--- src/rtl/led_share_arbiter.sv ---
// rtl/led_share_arbiter.sv - round-robin LED owner arbiter with minimum dwell; optional PWM dimming via LED_PWM_EN
module led_share_arbiter #(
    parameter int         NREQ     = 4,
    parameter int         DWELL    = 25000000,
    parameter logic [3:0] IDLE_PAT = 4'b0000,
    parameter int         PWM_BITS = 4
) (
    input  logic                  w_clk,
    input  logic                  w_rst_n,
    input  logic [NREQ-1:0]       w_req,
    input  logic [4*NREQ-1:0]     w_pat,
    input  logic [PWM_BITS-1:0]   w_duty,
    output logic [NREQ-1:0]       w_gnt,
    output logic                  w_busy,
    output logic [3:0]            w_led
);

    localparam int               IDX_W    = $clog2(NREQ);
    localparam logic [31:0]      CNT_MAX  = 32'(DWELL - 1);
    localparam logic [IDX_W-1:0] LAST_RST = IDX_W'(NREQ - 1);

    typedef enum logic {
        IDLE,
        OWN
    } state_t;

    state_t           state;
    logic [IDX_W-1:0] r_last;
    logic [31:0]      cnt;
    logic [3:0]       r_pat;
    logic [NREQ-1:0]  others;
    logic [IDX_W-1:0] pick_idle;
    logic [IDX_W-1:0] pick_rot;
    logic [3:0]       own_pat;

    // First set request bit scanning last+1, last+2, ... modulo NREQ.
    function automatic logic [IDX_W-1:0] rr_pick(input logic [NREQ-1:0] req,
                                                 input logic [IDX_W-1:0] last);
        logic [IDX_W-1:0] pick;
        logic             found;
        int               idx;
        pick  = last;
        found = 1'b0;
        for (int k = 1; k <= NREQ; k++) begin
            idx = (int'(last) + k) % NREQ;
            if (!found && req[idx]) begin
                pick  = IDX_W'(idx);
                found = 1'b1;
            end
        end
        return pick;
    endfunction

    function automatic logic [NREQ-1:0] onehot(input logic [IDX_W-1:0] i);
        return NREQ'(1) << i;
    endfunction

    // Candidate winners and the current owner's pattern; r_last is the owner while in OWN.
    always_comb begin
        others    = w_req & ~onehot(r_last);
        pick_idle = rr_pick(w_req, r_last);
        pick_rot  = rr_pick(others, r_last);
        own_pat   = w_pat[4*r_last +: 4];
    end

    // Ownership FSM: grant, dwell counting, early release, rotation and hold.
    always_ff @(posedge w_clk) begin
        if (!w_rst_n) begin
            state  <= IDLE;
            w_gnt  <= '0;
            r_last <= LAST_RST;
            cnt    <= '0;
            r_pat  <= IDLE_PAT;
        end else begin
            case (state)
                IDLE: begin
                    r_pat <= IDLE_PAT;
                    if (|w_req) begin
                        state  <= OWN;
                        w_gnt  <= onehot(pick_idle);
                        r_last <= pick_idle;
                        cnt    <= '0;
                    end
                end
                OWN: begin
                    if (!w_req[r_last]) begin
                        // Owner drop beats dwell expiry; one idle cycle before re-arbitration.
                        state <= IDLE;
                        w_gnt <= '0;
                        r_pat <= IDLE_PAT;
                        cnt   <= '0;
                    end else begin
                        r_pat <= own_pat;
                        if (cnt == CNT_MAX && |others) begin
                            w_gnt  <= onehot(pick_rot);
                            r_last <= pick_rot;
                            cnt    <= '0;
                        end else if (cnt != CNT_MAX) begin
                            cnt <= cnt + 32'd1;
                        end
                    end
                end
                default: state <= IDLE;
            endcase
        end
    end

    assign w_busy = (state == OWN);

`ifdef LED_PWM_EN
    logic [PWM_BITS-1:0] p;

    // Free-running PWM phase and registered brightness gate on the pattern.
    always_ff @(posedge w_clk) begin
        if (!w_rst_n) begin
            p     <= '0;
            w_led <= IDLE_PAT;
        end else begin
            p     <= p + PWM_BITS'(1);
            w_led <= (p < w_duty) ? r_pat : 4'b0000;
        end
    end
`else
    logic unused_duty;
    assign unused_duty = ^w_duty;
    assign w_led       = r_pat;
`endif

endmodule

--- config.mk ---
export PLATFORM = sky130hd
export DESIGN_NAME = led_share_arbiter
export DESIGN_NICKNAME = d
export VERILOG_FILES = /design/src/rtl/led_share_arbiter.sv
export SDC_FILE = /design/constraint.sdc
export NUM_CORES = 1
export LEC_CHECK = 0
export CORE_MARGIN = 8
export CORE_UTILIZATION = 50
export DETAILED_ROUTE_END_ITERATION = 7
export MAX_ROUTING_LAYER = met4
export PLACE_DENSITY_LB_ADDON = 0.25
export SLEW_MARGIN = 0
export SYNTH_ARGS = -nofsm -noshare
export SYNTH_HDL_FRONTEND = slang
export SYNTH_SLANG_ARGS = --single-unit
--- constraint.sdc ---
create_clock -name w_clk -period 3.5 [get_ports w_clk]
set_clock_uncertainty 0.15 [all_clocks]
set_input_delay 1.05 -clock w_clk [delete_from_list [all_inputs] [get_ports w_clk]]
set_output_delay 1.05 -clock w_clk [all_outputs]
set_load 0.02 [all_outputs]
==> metrics.csv <==
stage,metric,value,unit
status,run status,"complete, no violations",
worst_setup_path,Crit path max-delay family,simple AND/OR/NAND/NOR gates,
route,wire length per cell,14.9,µm
clocking,clock-pin slew of the registers on the worst-case setup and hold paths,80,ps
synth,Post-Syn Area,2670,µm²
placement,Detail Placement HPWL,4730,µm
route,number of antenna-violating nets in the routed design,0,
placement,pre-CTS setup slack,-73.5,ps
worst_setup_path,Crit Path Max Fanout,18,
worst_setup_path,Crit path largest cell delay,650,ps
timing,"Worst Setup Slack, final",240,ps
clocking,CTS sink count,43,
grt,pin count of the biggest net entering global routing,31,
clocking,Post-CTS Setup Bufs,0,
grt,number of antenna violations at the first check in global routing,0,
synth,average footprint of a synthesized cell,8.50,µm²
die,die extent in y,89.1,µm
grt,total global-route track usage,17.2,%
timing,Max-slew headroom,37.7,%
cells_and_area,Antenna diodes,0,
route,initial drt markers,154,
clocking,CTS H-tree lvls,2,
clocking,Clk Tree Root Cell,sky130_fd_sc_hd__clkbuf_8,
synth,number of instances in the synthesized netlist,314,
synth,flip-flop and latch count after synthesis,43,
die,number of top-level pins,35,
timing,"Setup violations, final",0,
clocking,source-to-sink clock delay at the later pin of the worst-skew pair,300,ps
pwr,Peak supply drop,0.174,mV
placement,RD Place Congestion,0.836,
grt,residual overflow from global routing,0,
job,max-capacitance violation count,0,
pwr,Pleak,1.07,nW
die,row count,26,
synth,syn_nets,345,
timing,max frequency,307,MHz
clocking,Max clock buf depth,2,
timing,Max Transition Viols Final,0,
timing,Tcrit/Tclk final,93.1,%
pwr,Total Power Consumption,1.41,mW
cells_and_area,final net count,379,
worst_setup_path,count of buffering cells on the critical path with inverters included,1,
route,vias per inst,5.76,
worst_setup_path,endpoint type of the worst setup path,flop,
worst_setup_path,data arrival time of the critical path,3340,ps
worst_setup_path,required time reported for the critical path endpoint,3580,ps
worst_setup_path,Setup CP Type,input pin to flop,
synth,count of flip-flops with a built-in enable after synthesis,0,
die,initial core utilization,51.9,%
timing,hold slack,332,ps
synth,Synthesis Warnings,0,
cells_and_area,layout overhead on the synthesized area,20.2,%
timing,"Min Clock Period, post-route",3260,ps
route,DR DRC count,0,
grt,global-route wire length before repair,10500,µm
route,overall routed net length,6240,µm
worst_setup_path,kind of launch point of the worst setup path,input pin,
worst_setup_path,Critical Path Most Common Cell,sky130_fd_sc_hd__or4_1,
route,Via Count,2414,
worst_setup_path,ordered cell list for the critical path,"clkdlybuf4s50_1, nor2b_1, or4_1, nor2_2, a21o_2, or4_1, a21oi_1",
grt,vias in the first global route,2244,
die,core outline area,5140,µm²
timing,"Hold Violations, Final",0,
timing,actual slew at the worst max-slew pin,923,ps
route,TritonRoute pass-1 iters,4,
worst_setup_path,slowest stage cell on the critical path,sky130_fd_sc_hd__clkdlybuf4s50_1,
die,width of the chip,89.1,µm
clocking,number of buffers created by CTS,5,
cells_and_area,fraction of layout cells with a size suffix above 1,13.2,%
die,Die Footprint,7930,µm²
synth,dominant synthesized flop cell,sky130_fd_sc_hd__dfxtp_1,
min_path,kind of path behind the tightest hold check,flop to flop,
timing,RSZ-0062 raised after global routing,no,
synth,count of unique library cells instantiated by Yosys,57,
clocking,TritonCTS clock tree,built,
synth,fraction of the yosys area taken by sequential cells,32.3,%
pwr,power density over the cells,439,nW/µm²
clocking,"Gates resized, CTS repair",0,
clocking,count of hold-fix buffers inserted at cts,0,
synth,share of synthesized flip-flops with an asynchronous set or reset,0,%
placement,number of port buffers,30,
## kinds of logic after synthesis
kind of cell	count (synthesis)	share of synthesized area [%]
buf+inv	28	4.55
xor+xnor	21	6.89
fa+ha+maj	5	2.34
flops	43	32.3
mux	13	8.20
compound gates	57	14.8
simple gates	147	30.9
## cell usage in the layout, fill, tap and decap left out, types with 6 or more instances in the layout
| cell type | synthesis | layout |
|---|---|---|
| sky130_fd_sc_hd__a21oi_1 | 15 | 15 |
| sky130_fd_sc_hd__and3_1 | 7 | 7 |
| sky130_fd_sc_hd__buf_4 | 1 | 13 |
| sky130_fd_sc_hd__clkdlybuf4s50_1 | 0 | 30 |
| sky130_fd_sc_hd__dfxtp_1 | 43 | 43 |
| sky130_fd_sc_hd__inv_1 | 11 | 11 |
| sky130_fd_sc_hd__mux4_2 | 7 | 7 |
| sky130_fd_sc_hd__nand2_1 | 23 | 23 |
| sky130_fd_sc_hd__nand2b_1 | 6 | 6 |
| sky130_fd_sc_hd__nand3_1 | 12 | 12 |
| sky130_fd_sc_hd__nand4_1 | 8 | 8 |
| sky130_fd_sc_hd__nor2_1 | 37 | 37 |
| sky130_fd_sc_hd__nor2b_1 | 6 | 6 |
| sky130_fd_sc_hd__nor3_1 | 6 | 6 |
| sky130_fd_sc_hd__o21ai_0 | 9 | 9 |
| sky130_fd_sc_hd__o31ai_1 | 6 | 6 |
| sky130_fd_sc_hd__or3_1 | 6 | 6 |
| sky130_fd_sc_hd__or4_1 | 8 | 8 |
| sky130_fd_sc_hd__xnor2_1 | 17 | 17 |
## report_power, final
part           total (mW)  switching [mW]  leakage [nW]  internal (mW)
Combinational       0.495           0.251         0.661          0.244
Sequential          0.527          0.0138         0.348          0.513
Clock               0.387           0.174        0.0581          0.212
Total                1.41           0.439          1.07          0.969
## area by class of cell
type | count | area [µm²]
fillers | 461 | 1930
multi-input cells | 243 | 1690
flip-flops and latches | 43 | 861
repair buffers | 44 | 418
well taps | 70 | 87.6
clock buffers | 5 | 68.8
clock inverters | 3 | 43.8
inverters | 11 | 41.3
## Yosys cell counts, drive strengths merged (3+ instances only)
cell type	number	share of area (%)
or3	6	1.4
nand4	8	1.9
buf	6	1.5
mux4	7	5.9
xnor2	17	5.6
and2	4	0.94
nand3	13	2.6
a211oi	5	1.4
nor3	7	1.5
a21oi	16	3.1
or4	10	3.1
xor2	4	1.3
o31ai	6	1.7
nor4	6	2.2
nand2	23	3.2
nor2	38	5.4
nand2b	6	1.4
clkbuf	11	1.5
mux2i	5	1.9
o221a	3	1.3
and4	4	1.3
and3	7	1.6
o21ai	9	1.7
nor2b	6	1.4
ha	5	2.3
inv	11	1.5
dfxtp	43	32
## sequential cells by signal, indices dropped and copies added, names as in the netlist
| name | cells |
|---|---|
| cnt | 32 |
| w_gnt | 4 |
| w_led | 4 |
| r_last | 2 |
| w_busy | 1 |
## worst min-delay path, stage by stage (launching register included)
cell                      delay, ps
sky130_fd_sc_hd__dfxtp_1        330
sky130_fd_sc_hd__o31ai_1         60
sky130_fd_sc_hd__a21oi_1         50
## through the flow
step | cells | instance area, µm² | setup TNS [ps] | util [%]
3_3_place_gp | 411 | 3090 | -23.9 | 60.2
3_5_place_dp | 411 | 3090 | -250 | 60.2
2_1_floorplan | 314 | 2670 | 0 | -
6_report | 419 | 3210 | 0 | 62.4
5_1_grt | 419 | 3210 | 0 | 62.4
4_1_cts | 419 | 3210 | 0 | 62.4
## routing by layer
metal  up-vias  part of all wire (%)  wire (µm)  track usage, %
met5         -                     0          0               -
met4         0                   1.3         82            4.98
met3         6                   2.7        168            3.03
met2        35                    47       2940            27.1
met1      1153                    49       3050            21.8
li1       1220                     -          -               -
## worst paths after layout
path,from,end,slack [ps],depth (start not counted)
min reg2reg,cnt[21],cnt[21],330,2
min,cnt[21],cnt[21],330,2
max reg2reg,r_last[0],w_gnt[3],620,9
max,w_req[3],cnt[23],240,7
Note: power is estimated with default switching activity, not from simulation.
